==> src/rtl/timer_irq_pkg.sv <==
// Shared constants for the timer / interrupt controller.
//   Register byte offsets inside the 32-byte window and TCON bit positions.
package timer_irq_pkg;

    localparam logic [4:0] OFF_TH     = 5'h00;
    localparam logic [4:0] OFF_TL     = 5'h04;
    localparam logic [4:0] OFF_TCON   = 5'h08;
    localparam logic [4:0] OFF_PSC    = 5'h0C;
    localparam logic [4:0] OFF_CYCLES = 5'h10;

    localparam int TEN_BIT = 0;
    localparam int TIE_BIT = 1;
    localparam int TIF_BIT = 2;

endpackage

==> src/rtl/timer_prescaler.sv <==
// Prescaler down-counter for the timer.
//   clk, reset : clock, async active-high reset
//   en         : count enable (TEN); when low the count is held at reload
//   load       : force count <= reload at the next edge
//   reload     : prescaler reload value
//   tick       : one-cycle pulse when the count reaches zero while enabled
module timer_prescaler #(
    parameter int PSC_W = 16
) (
    input  logic             clk,
    input  logic             reset,
    input  logic             en,
    input  logic             load,
    input  logic [PSC_W-1:0] reload,
    output logic             tick
);

    logic [PSC_W-1:0] cnt_q, cnt_d;

    assign tick = en && (cnt_q == '0);

    always_comb begin
        cnt_d = cnt_q - PSC_W'(1);
        // A tick period is reload+1 cycles: reload on the zero cycle itself.
        if (!en || load || tick) cnt_d = reload;
    end

    always_ff @(posedge clk or posedge reset) begin
        if (reset) cnt_q <= '0;
        else       cnt_q <= cnt_d;
    end

endmodule

==> src/rtl/timer_irq_controller.sv <==
// Memory-mapped timer and interrupt source on the data-memory bus.
//   clk, reset : clock, async active-high reset
//   rd, wr     : bus read / write strobes
//   addr       : byte address (addr[1:0] ignored), window is 32 bytes at BASE_ADDR
//   wdata      : write data
//   rdata      : combinational read data, 0 when not reading a mapped register
//   irq        : TIE & TIF
//   tick       : prescaled timer tick pulse
module timer_irq_controller
    import timer_irq_pkg::*;
#(
    parameter logic [31:0] BASE_ADDR = 32'h4000_0000,
    parameter int          PSC_W     = 16
) (
    input  logic        clk,
    input  logic        reset,
    input  logic        rd,
    input  logic        wr,
    input  logic [31:0] addr,
    input  logic [31:0] wdata,
    output logic [31:0] rdata,
    output logic        irq,
    output logic        tick
);

    logic [31:0]      th_q, th_d, tl_q, tl_d, cyc_q, cyc_d;
    logic             ten_q, ten_d, tie_q, tie_d, tif_q, tif_d;
    logic [PSC_W-1:0] psc_q, psc_d, psc_reload;
    logic             hit, ovf, psc_load;
    logic             wr_th, wr_tl, wr_tcon, wr_psc;
    logic [4:0]       off;
    logic             unused_addr;

    assign unused_addr = ^addr[1:0];

    assign hit     = (addr[31:5] == BASE_ADDR[31:5]);
    assign off     = {addr[4:2], 2'b00};
    assign wr_th   = wr && hit && (off == OFF_TH);
    assign wr_tl   = wr && hit && (off == OFF_TL);
    assign wr_tcon = wr && hit && (off == OFF_TCON);
    assign wr_psc  = wr && hit && (off == OFF_PSC);

    // Reload from the value being written so the new PSC takes effect at once.
    assign psc_reload = wr_psc ? wdata[PSC_W-1:0] : psc_q;
    assign psc_load   = wr_psc || (wr_tcon && wdata[TEN_BIT] && !ten_q);

    timer_prescaler #(.PSC_W(PSC_W)) u_psc (
        .clk    (clk),
        .reset  (reset),
        .en     (ten_q),
        .load   (psc_load),
        .reload (psc_reload),
        .tick   (tick)
    );

    assign ovf = tick && (tl_q == 32'hFFFF_FFFF);
    assign irq = tie_q && tif_q;

    always_comb begin
        th_d  = th_q;
        tl_d  = tl_q;
        ten_d = ten_q;
        tie_d = tie_q;
        tif_d = tif_q;
        psc_d = psc_q;
        cyc_d = cyc_q + 32'd1;
        // Ordering below encodes the collision rules: CPU TL write beats the
        // tick, TL reloads from the old TH, and overflow set beats W1C.
        if (tick)    tl_d = ovf ? th_q : tl_q + 32'd1;
        if (wr_th)   th_d = wdata;
        if (wr_tl)   tl_d = wdata;
        if (wr_tcon) begin
            ten_d = wdata[TEN_BIT];
            tie_d = wdata[TIE_BIT];
            if (wdata[TIF_BIT]) tif_d = 1'b0;
        end
        if (ovf)     tif_d = 1'b1;
        if (wr_psc)  psc_d = wdata[PSC_W-1:0];
    end

    always_ff @(posedge clk or posedge reset) begin
        if (reset) begin
            th_q  <= '0;
            tl_q  <= '0;
            ten_q <= 1'b0;
            tie_q <= 1'b0;
            tif_q <= 1'b0;
            psc_q <= '0;
            cyc_q <= '0;
        end else begin
            th_q  <= th_d;
            tl_q  <= tl_d;
            ten_q <= ten_d;
            tie_q <= tie_d;
            tif_q <= tif_d;
            psc_q <= psc_d;
            cyc_q <= cyc_d;
        end
    end

    always_comb begin
        rdata = '0;
        if (rd && hit) begin
            case (off)
                OFF_TH:     rdata = th_q;
                OFF_TL:     rdata = tl_q;
                OFF_TCON:   rdata = {29'd0, tif_q, tie_q, ten_q};
                OFF_PSC:    rdata[PSC_W-1:0] = psc_q;
                OFF_CYCLES: rdata = cyc_q;
                default:    rdata = '0;
            endcase
        end
    end

endmodule
==> config.mk <==
export PLATFORM = sky130hd
export DESIGN_NAME = timer_irq_controller
export DESIGN_NICKNAME = d
export VERILOG_FILES = /design/src/rtl/timer_irq_pkg.sv /design/src/rtl/timer_prescaler.sv /design/src/rtl/timer_irq_controller.sv
export SDC_FILE = /design/constraint.sdc
export NUM_CORES = 1
export LEC_CHECK = 0
export ABC_AREA = 1
export CAP_MARGIN = 20
export CORE_AREA = 5 5 126 128
export CTS_CLUSTER_DIAMETER = 100
export CTS_CLUSTER_SIZE = 14
export DETAILED_ROUTE_END_ITERATION = 6
export DIE_AREA = 0 0 131 133
export GPL_TIMING_DRIVEN = 0
export PLACE_DENSITY = 0.85
export SYNTH_ARGS = -nofsm -noshare
export SYNTH_HDL_FRONTEND = slang
export SYNTH_SLANG_ARGS = --single-unit
==> constraint.sdc <==
create_clock -name clk -period 9.6 [get_ports clk]
set_input_delay 0.96 -clock clk [delete_from_list [all_inputs] [get_ports clk]]
set_output_delay 0.96 -clock clk [all_outputs]
set_load 0.05 [all_outputs]
---- After elaboration in Yosys (flattened, before gate mapping) ----
Cells that the tools add are included.
operators by class
  reductions and logical operators ........ 21
  add/sub/neg operators ................... 3
  muxes and demuxes ....................... 11
  equality and inequality tests ........... 6
operators with widths
  kind                   count
  $mux 32                4
  $pmux 16 s5            1
  $add 32x1->32 const B  2
  $pmux 16 s3            1
  $eq 32x32->1 const B   1
  $mux 16                2
  $eq 27x26->1 const B   1
  $logic_not 16->1       1
  $sub 16x1->16 const B  1
  $logic_and 1x1->1      11
  $eq 3x2->1 const B     2
  $reduce_bool 2->1      3
  $logic_not 5->1        1
  $eq 3x1->1 const B     1
  $eq 3x3->1 const B     1
  $logic_or 1x1->1       3
  $mux 1                 3
  $reduce_and 2->1       1
  $logic_not 1->1        1
word-level totals
  logic and storage cells ................. 49
  bits in registers ....................... 131
  bits of input ports ..................... 68

---- Longest topological paths before layout ----
Gate-level depths: netlist of run 1.
  word-level depth ........................ 9
  mapped depth ............................ 13
  gate-level depth less buffers ........... 13

---- By module ----
A second synthesis of run 1 with hierarchy kept.
second synthesis, totals
  cell total of the unflattened synthesis .. 1245
  area, all modules ....................... 8594.5 sq um
by module, submodules not included
  module                area an instance (sq um)  times used  cells an instance
  timer_irq_controller  7523.5                    1           1085
  timer_prescaler       1071.0                    1           160

---- Worst setup path after synthesis of run 1 ----
OpenSTA, ideal clock, no wires.
  path kind ............................... input to output
  start point ............................. input addr[28]
  end point ............................... output rdata[12]
  cell stages on the path ................. 7
  required time ........................... 8.640 ns
  data arrival time ....................... 2.649 ns
  buffers on the path ..................... 0
  setup slack ............................. 5.991 ns
  cells stage by stage .................... nor2_1 -> nand2_1 -> nor2_1 -> nand2_1 -> nor3b_1 -> o21ai_1 -> a21oi_1
between the ends
  longest elaborated chain between the ends .. 3
ends and longest elaborated chain
  item                line                         source
  start: declaration  timer_irq_controller.sv:19   input logic [31:0] addr,
  $eq 27x26->1        timer_irq_controller.sv:36   assign hit = (addr[31:5] == BASE_ADDR[31:5]);
  $logic_and 1x1->1   timer_irq_controller.sv:103  if (rd && hit) begin
  $mux 32             timer_irq_controller.sv:103
  end: declaration    timer_irq_controller.sv:21   output logic [31:0] rdata,
No other way between the ends.

---- Final worst setup path of run 1 ----
  start point ............................. input addr[16]
  end point ............................... output rdata[4]
Same word-level chain as after synthesis.

==> run_results.csv, run 1 <==
group,metric,value,unit
status,status,"completed",
synth,postSynthCellCount,1302,
setup_path,reg2reg_from,"tl_q[0]",
pwr,power_frac_seq,0.432,
clock_tree,cts_buffers,17,
timing,finalHoldViolCount,0,
setup_path,max_stage_delay,0.86,ns
setup_path,r2r_cells,12,
global_route,grt_max_degree,76,
detailed_routing,firstDrtPassIters,6,
synth,yosysWarnings,0,
timing,fmax,199,MHz
clock_tree,cts_root_buf,"clkbuf_16",
clock_tree,clkSinkCount,131,
global_route,grt_usage,0.351,
setup_path,crit_start,"addr[16]",
detailed_routing,via_count,9259,
detailed_routing,wl_per_cell,18.5,µm
setup_path,cp_slowest_cell,"clkdlybuf4s50_1",
clock_tree,cts_buffer_depth,2,
hold_path,hold-path-endpoint,"cyc_q[31]",
timing,setup_viol,0,
setup_path,rrSetupSlack,7.45,ns
layout,final_core_util,0.722,
synth,ys_types,42,
placement,portBuffers,99,
timing,period_share,0.523,
setup_path,required,8.64,ns
detailed_routing,routed_via_density,5.71,
timing,rsz0062_at_grt,"no",
layout,area_delta_synth_final,20.9,%
hold_path,hp-class,"flop to flop",
setup_path,critPathCaptureType,"output pin",
placement,dp_worst_setup_slack,4.75,ns
setup_path,critPathLaunchType,"input port",
floorplan,ioPinCount,102,
floorplan,rows,45,
synth,synth-main-ff-cell,"dfrtp_1",
pwr,vdd_drop_max,0.121,mV
synth,ys_ff_latch,131,
floorplan,core,14800,µm²
setup_path,path_max_fanout,10,
timing,layout_setup_ws,4.58,ns
pwr,leakage,5.12,nW
hold_path,holdPathStages,1,
setup_path,crit_chain,"clkdlybuf4s50_1 > nor2_1 > nand2_1 > nor2_1 > nand2_1 > nor3b_1 > o21ai_1 > a21oi_1 > clkdlybuf4s50_1",
clock_tree,clk_latency,0.43,ns
detailed_routing,initialDrtViolationCount,1174,
synth,synth_edf_count,0,
layout,drive_above_1_share,0.0753,
floorplan,die_area,17400,µm²
timing,fin_skew,0.0132,ns
floorplan,die_width,131,µm
setup_path,rr_endpoint,"tl_q[30]",
clock_tree,clk_pin_slew,0.06,ns
clock_tree,htree_levels,4,
timing,relSlewSlack,0.232,
timing,min_period,5.02,ns
hold_path,holdCritStartpoint,"cyc_q[31]",
pwr,power_density,120,nW/µm²
setup_path,critPathKind,"input port to output pin",
layout,diodes,0,
placement,gp_congestion,1.03,
detailed_routing,drt-total-wl,30000,µm
synth,synthArstFlopShare,1.00,
pwr,comb_power_share,0.059,
pwr,p_switching,0.000310,W
floorplan,start_util,0.597,
synth,syn_area_per_cell,6.77,µm²
detailed_routing,drc,0,
global_route,grt_pass1_wl,47000,µm
pwr,clockPowerShare,0.509,
setup_path,worstPathArrival,4.06,ns
synth,syn-cell-area,8810,µm²
timing,worst_slew_pin_slew,1.14,ns
global_route,antenna_found_initial,0,
timing,fin_setup_tns,0,ns
global_route,grt_overflow_total,0,
clock_tree,cts_tree,"built",
clock_tree,post_cts_resize_count,0,
pwr,p_int,0.000968,W
clock_tree,post_cts_buffers,0,
global_route,grt_pass1_vias,8852,
timing,slew_viol_final,0,
floorplan,dieHeight,133,µm
synth,synth_fp_nets,1374,
clock_tree,cts_hold_buf,0,
placement,hpwl,22400,µm
job,maxCapViolations,0,
pwr,swShare,0.243,
synth,ys_seq_area_frac,0.372,
detailed_routing,ant_nets,0,
layout,nets,1493,
==> worst max-delay path: cells and delay by family <==
| kind | cells | cell delay [ns] |
|---|---|---|
| AOI/OAI and AO/OA | 2 | 0.95 |
| and+or+nand+nor | 5 | 0.86 |
| buffers and inverters | 2 | 1.28 |
==> cell usage after synthesis (12+ instances only) <==
master / instances / share of area
inv_1: 166 / 0.071
dfrtp_1: 131 / 0.37
xor2_1: 45 / 0.045
nand4_1: 27 / 0.019
o21ai_0: 40 / 0.023
buf_2: 12 / 0.0068
clkbuf_1: 14 / 0.0060
a221oi_1: 12 / 0.012
nor2_1: 139 / 0.059
nor3_1: 16 / 0.0091
nand2_1: 450 / 0.19
o22ai_1: 26 / 0.018
and2_1: 17 / 0.012
a21oi_1: 25 / 0.014
nand3_1: 83 / 0.047
==> metrics by stage <==
stage / hold WS (ns) / cell area, µm² / power [W] / std cells
2_1_floorplan: 0.442 / 8810 / 0.000589 / 1302
3_3_place_gp: 0.458 / 10000 / 0.000633 / 1589
3_5_place_dp: 0.481 / 10100 / 0.000635 / 1590
4_1_cts: 0.491 / 10600 / 0.00128 / 1622
5_1_grt: 0.505 / 10600 / 0.00131 / 1622
6_report: 0.490 / 10600 / 0.00128 / 1622
==> area by class of cell <==
class                   instances  area (µm²)
repair buffers                100        1020
clock inverters                15         154
flip-flops and latches        131        3280
plain buffers                  40         243
well taps                     188         235
clock buffers                  17         425
multi-input cells             956        4630
fillers                      1244        4100
inverters                     175         662
==> registers in the layout, indices dropped and copies added (netlist names) <==
register     flops
th_q            32
psc_q           16
ten_q            1
u_psc.cnt_q     16
tie_q            1
tif_q            1
tl_q            32
cyc_q           32
==> layout by cell type, fill, tap and decap left out, drive strengths merged <==
cell type      count
buf               26
bufinv             2
dfrtp            131
or2                1
nor3              16
clkinv             5
ha                 4
nor3b              1
nand2            464
nor4               1
a22o               1
xnor2             11
o31ai              1
clkbuf            32
clkdlybuf4s50     99
o21bai             1
xor2              45
a211oi             3
o22ai             26
a31oi              1
nand4             27
nand3             89
inv              179
a21oi             25
a221oi            12
o21ai             49
and3               1
clkinvlp           4
nand3b             5
and2              17
nor2             155
==> layer usage <==
metal,global-route usage,vias to the layer above,part of all wire
li1,-,4327,-
met1,0.441,4186,0.37
met2,0.546,603,0.46
met3,0.0694,143,0.097
met4,0.223,0,0.072
met5,0,-,0
==> how the worst max path moves through the flow <==
stage                            to  slack, ns  cells after the start
after floorplan            cyc_q[0]       5.14                      1
after global placement     tl_q[22]       3.17                      2
after detailed placement  rdata[12]       4.75                      8
after CTS                 rdata[21]       4.68                      8
after global routing       rdata[4]       4.42                      9
final                      rdata[4]       4.58                      9
==> power groups by stage <==
stage	clock network, W	registers (W)	logic (W)
final	0.000651	0.000552	0.0000749
after global routing	0.000677	0.000552	0.0000801
after CTS	0.000654	0.000552	0.0000739
after detailed placement	0	0.000562	0.0000732
after global placement	0	0.000562	0.0000707
after floorplan	0	0.000562	0.0000265
==> kinds of logic after synthesis <==
family / Yosys count / share of synthesized area
and+or+nand+nor: 777 / 0.384
buffers and inverters: 215 / 0.102
DFF: 131 / 0.372
AOI/OAI and AO/OA: 119 / 0.0809
xor gates and xnor gates: 56 / 0.0557
adders and majority gates: 4 / 0.00568
Note: power is estimated with default switching activity, not from simulation.
==> run 2: changes to the inputs <==
--- a/config.mk
+++ b/config.mk
@@ -7,13 +7,13 @@
 export LEC_CHECK = 0
 export ABC_AREA = 1
 export CAP_MARGIN = 20
-export CORE_AREA = 5 5 126 128
+export CORE_AREA = 5 5 137 139
 export CTS_CLUSTER_DIAMETER = 100
 export CTS_CLUSTER_SIZE = 14
 export DETAILED_ROUTE_END_ITERATION = 6
-export DIE_AREA = 0 0 131 133
+export DIE_AREA = 0 0 142 144
 export GPL_TIMING_DRIVEN = 0
-export PLACE_DENSITY = 0.85
+export PLACE_DENSITY = 0.76
 export SYNTH_ARGS = -nofsm -noshare
 export SYNTH_HDL_FRONTEND = slang
 export SYNTH_SLANG_ARGS = --single-unit
==> constraint.sdc (replaced) <==
create_clock -name clk -period 4.5 [get_ports clk]
set_input_delay 0.45 -clock clk [delete_from_list [all_inputs] [get_ports clk]]
set_output_delay 0.45 -clock clk [all_outputs]
set_load 0.05 [all_outputs]
==> run_results.csv, run 2 (synthesis results as in run 1) <==
group,metric,value,unit
clock_tree,clk_pin_slew,0.06,ns
setup_path,path_max_fanout,10,
layout,post-route-cell-area,10600,µm²
placement,portBuffers,99,
timing,period_share,0.896,
placement,place_area,10100,µm²
detailed_routing,wl_per_cell,17.8,µm
timing,min_period,4.03,ns
timing,fin_skew,0.00879,ns
layout,final_core_util,0.606,
setup_path,cp_slowest_cell,"clkdlybuf4s50_1",
detailed_routing,initialDrtViolationCount,855,
floorplan,core,17500,µm²
detailed_routing,drc,0,
global_route,grt_max_degree,80,
floorplan,ioPinCount,102,
detailed_routing,routed_via_density,5.42,
global_route,grt_usage,0.297,
timing,fmax,248,MHz
layout,diodes,0,
layout,final_cell_mix,"450 x nand2_1, 165 x inv_1, 139 x nor2_1",
hold_path,hp-class,"input port to async pin",
setup_path,required,4.05,ns
setup_path,critPathKind,"input port to output pin",
setup_path,critPathCaptureType,"output pin",
clock_tree,cts_buffers,17,
layout,area_delta_synth_final,20.7,%
layout,drive_above_1_share,0.0706,
layout,layout.cells.most_common,"nand2_1",
layout,reg.largest.list,"cyc_q x32, th_q x32, tl_q x32",
timing,finalHoldViolCount,0,
detailed_routing,drt-total-wl,29600,µm
global_route,antenna_found_initial,0,
status,status,"completed",
setup_path,crit_chain,"clkdlybuf4s50_1 > nor2_1 > nand2_1 > inv_1 > buf_2 > a221oi_1 > a21oi_1 > clkdlybuf4s50_1",
pwr,leakage,5.10,nW
clock_tree,htree_levels,4,
clock_tree,clkSinkCount,131,
setup_path,max_stage_delay,0.87,ns
timing,relSlewSlack,0.321,
floorplan,dieHeight,144,µm
clock_tree,cts_buffer_depth,2,
timing,rsz0062_at_grt,"no",
global_route,grt_overflow_total,0,
floorplan,die_width,142,µm
pwr,vdd_drop_max,0.256,mV
clock_tree,cts_tree,"built",
job,maxCapViolations,0,
setup_path,critPathLaunchType,"input port",
detailed_routing,via_count,8995,
clock_tree,clk_latency,0.42,ns
floorplan,die_area,20400,µm²
detailed_routing,ant_nets,0,
timing,slew_viol_final,0,
pwr,power_density,245,nW/µm²
floorplan,rows,49,
timing,setup_viol,0,
setup_path,worstPathArrival,3.58,ns
detailed_routing,firstDrtPassIters,6,
layout,nets,1493,
setup_path,path_delay_family,"buffers and inverters",
setup_path,cp_num_buf_inv,4,
placement,hpwl,22600,µm
clock_tree,post_cts_buffers,0,
clock_tree,post_cts_resize_count,0,
setup_path,cpMostUsedCell,"clkdlybuf4s50_1",
timing,worst_slew_pin_slew,1.01,ns
global_route,grt_pass1_wl,46700,µm
floorplan,start_util,0.502,
placement,gp_congestion,1.01,
global_route,grt_pass1_vias,8653,
clock_tree,cts_hold_buf,0,
clock_tree,cts_root_buf,"clkbuf_16",
## run 2: per-layer routing
metal	vias up	GRT usage	routed length (µm)
met1	4140	0.371	12000
met3	100	0.0628	2340
met4	0	0.152	1500
li1	4323	-	-
met5	-	0	0
met2	432	0.487	13800
## run 2: final timing paths
kind / depth (start not counted) / endpoint / start / slack (ns)
max: 8 / rdata[12] / addr[3] / 0.47
min: 2 / tie_q / reset / 0.45
min in group clk: 1 / cyc_q[31] / cyc_q[31] / 0.48
min reg2reg: 1 / cyc_q[31] / cyc_q[31] / 0.48
max in group asynchronous: 3 / th_q[30] / reset / 3.26
max reg2reg: 11 / u_psc.cnt_q[10] / u_psc.cnt_q[12] / 2.36
## run 2: power by group
group	switching, W	leakage [nW]	internal (W)	total (W)
clock network	0.000516	0.254	0.000756	0.00127
registers	0.0000000239	1.56	0.00118	0.00118
logic	0.0000888	3.28	0.0000686	0.000157
total	0.000605	5.10	0.00200	0.00261
## run 2: area by class of cell
class	count	area, µm²
Clock inverter	7	62.6
Timing Repair Buffer	100	1020
Sequential cell	131	3280
Multi-Input combinational cell	956	4630
Inverter	175	662
Fill cell	1663	6900
Clock buffer	21	450
Tap cell	229	287
Buffer	40	243
## run 2: metrics by stage
| stage | hold WS, ns | worst slack [ns] | TNS (ns) | total power [W] | cells |
|---|---|---|---|---|---|
| 2_1_floorplan | 0.442 | 0.552 | 0 | 0.00126 | 1302 |
| 3_3_place_gp | 0.458 | -1.54 | -199.78 | 0.00135 | 1630 |
| 3_5_place_dp | 0.460 | 0.563 | 0 | 0.00135 | 1631 |
| 4_1_cts | 0.467 | 0.552 | 0 | 0.00261 | 1659 |
| 5_1_grt | 0.488 | 0.243 | 0 | 0.00269 | 1659 |
| 6_report | 0.454 | 0.467 | 0 | 0.00261 | 1659 |
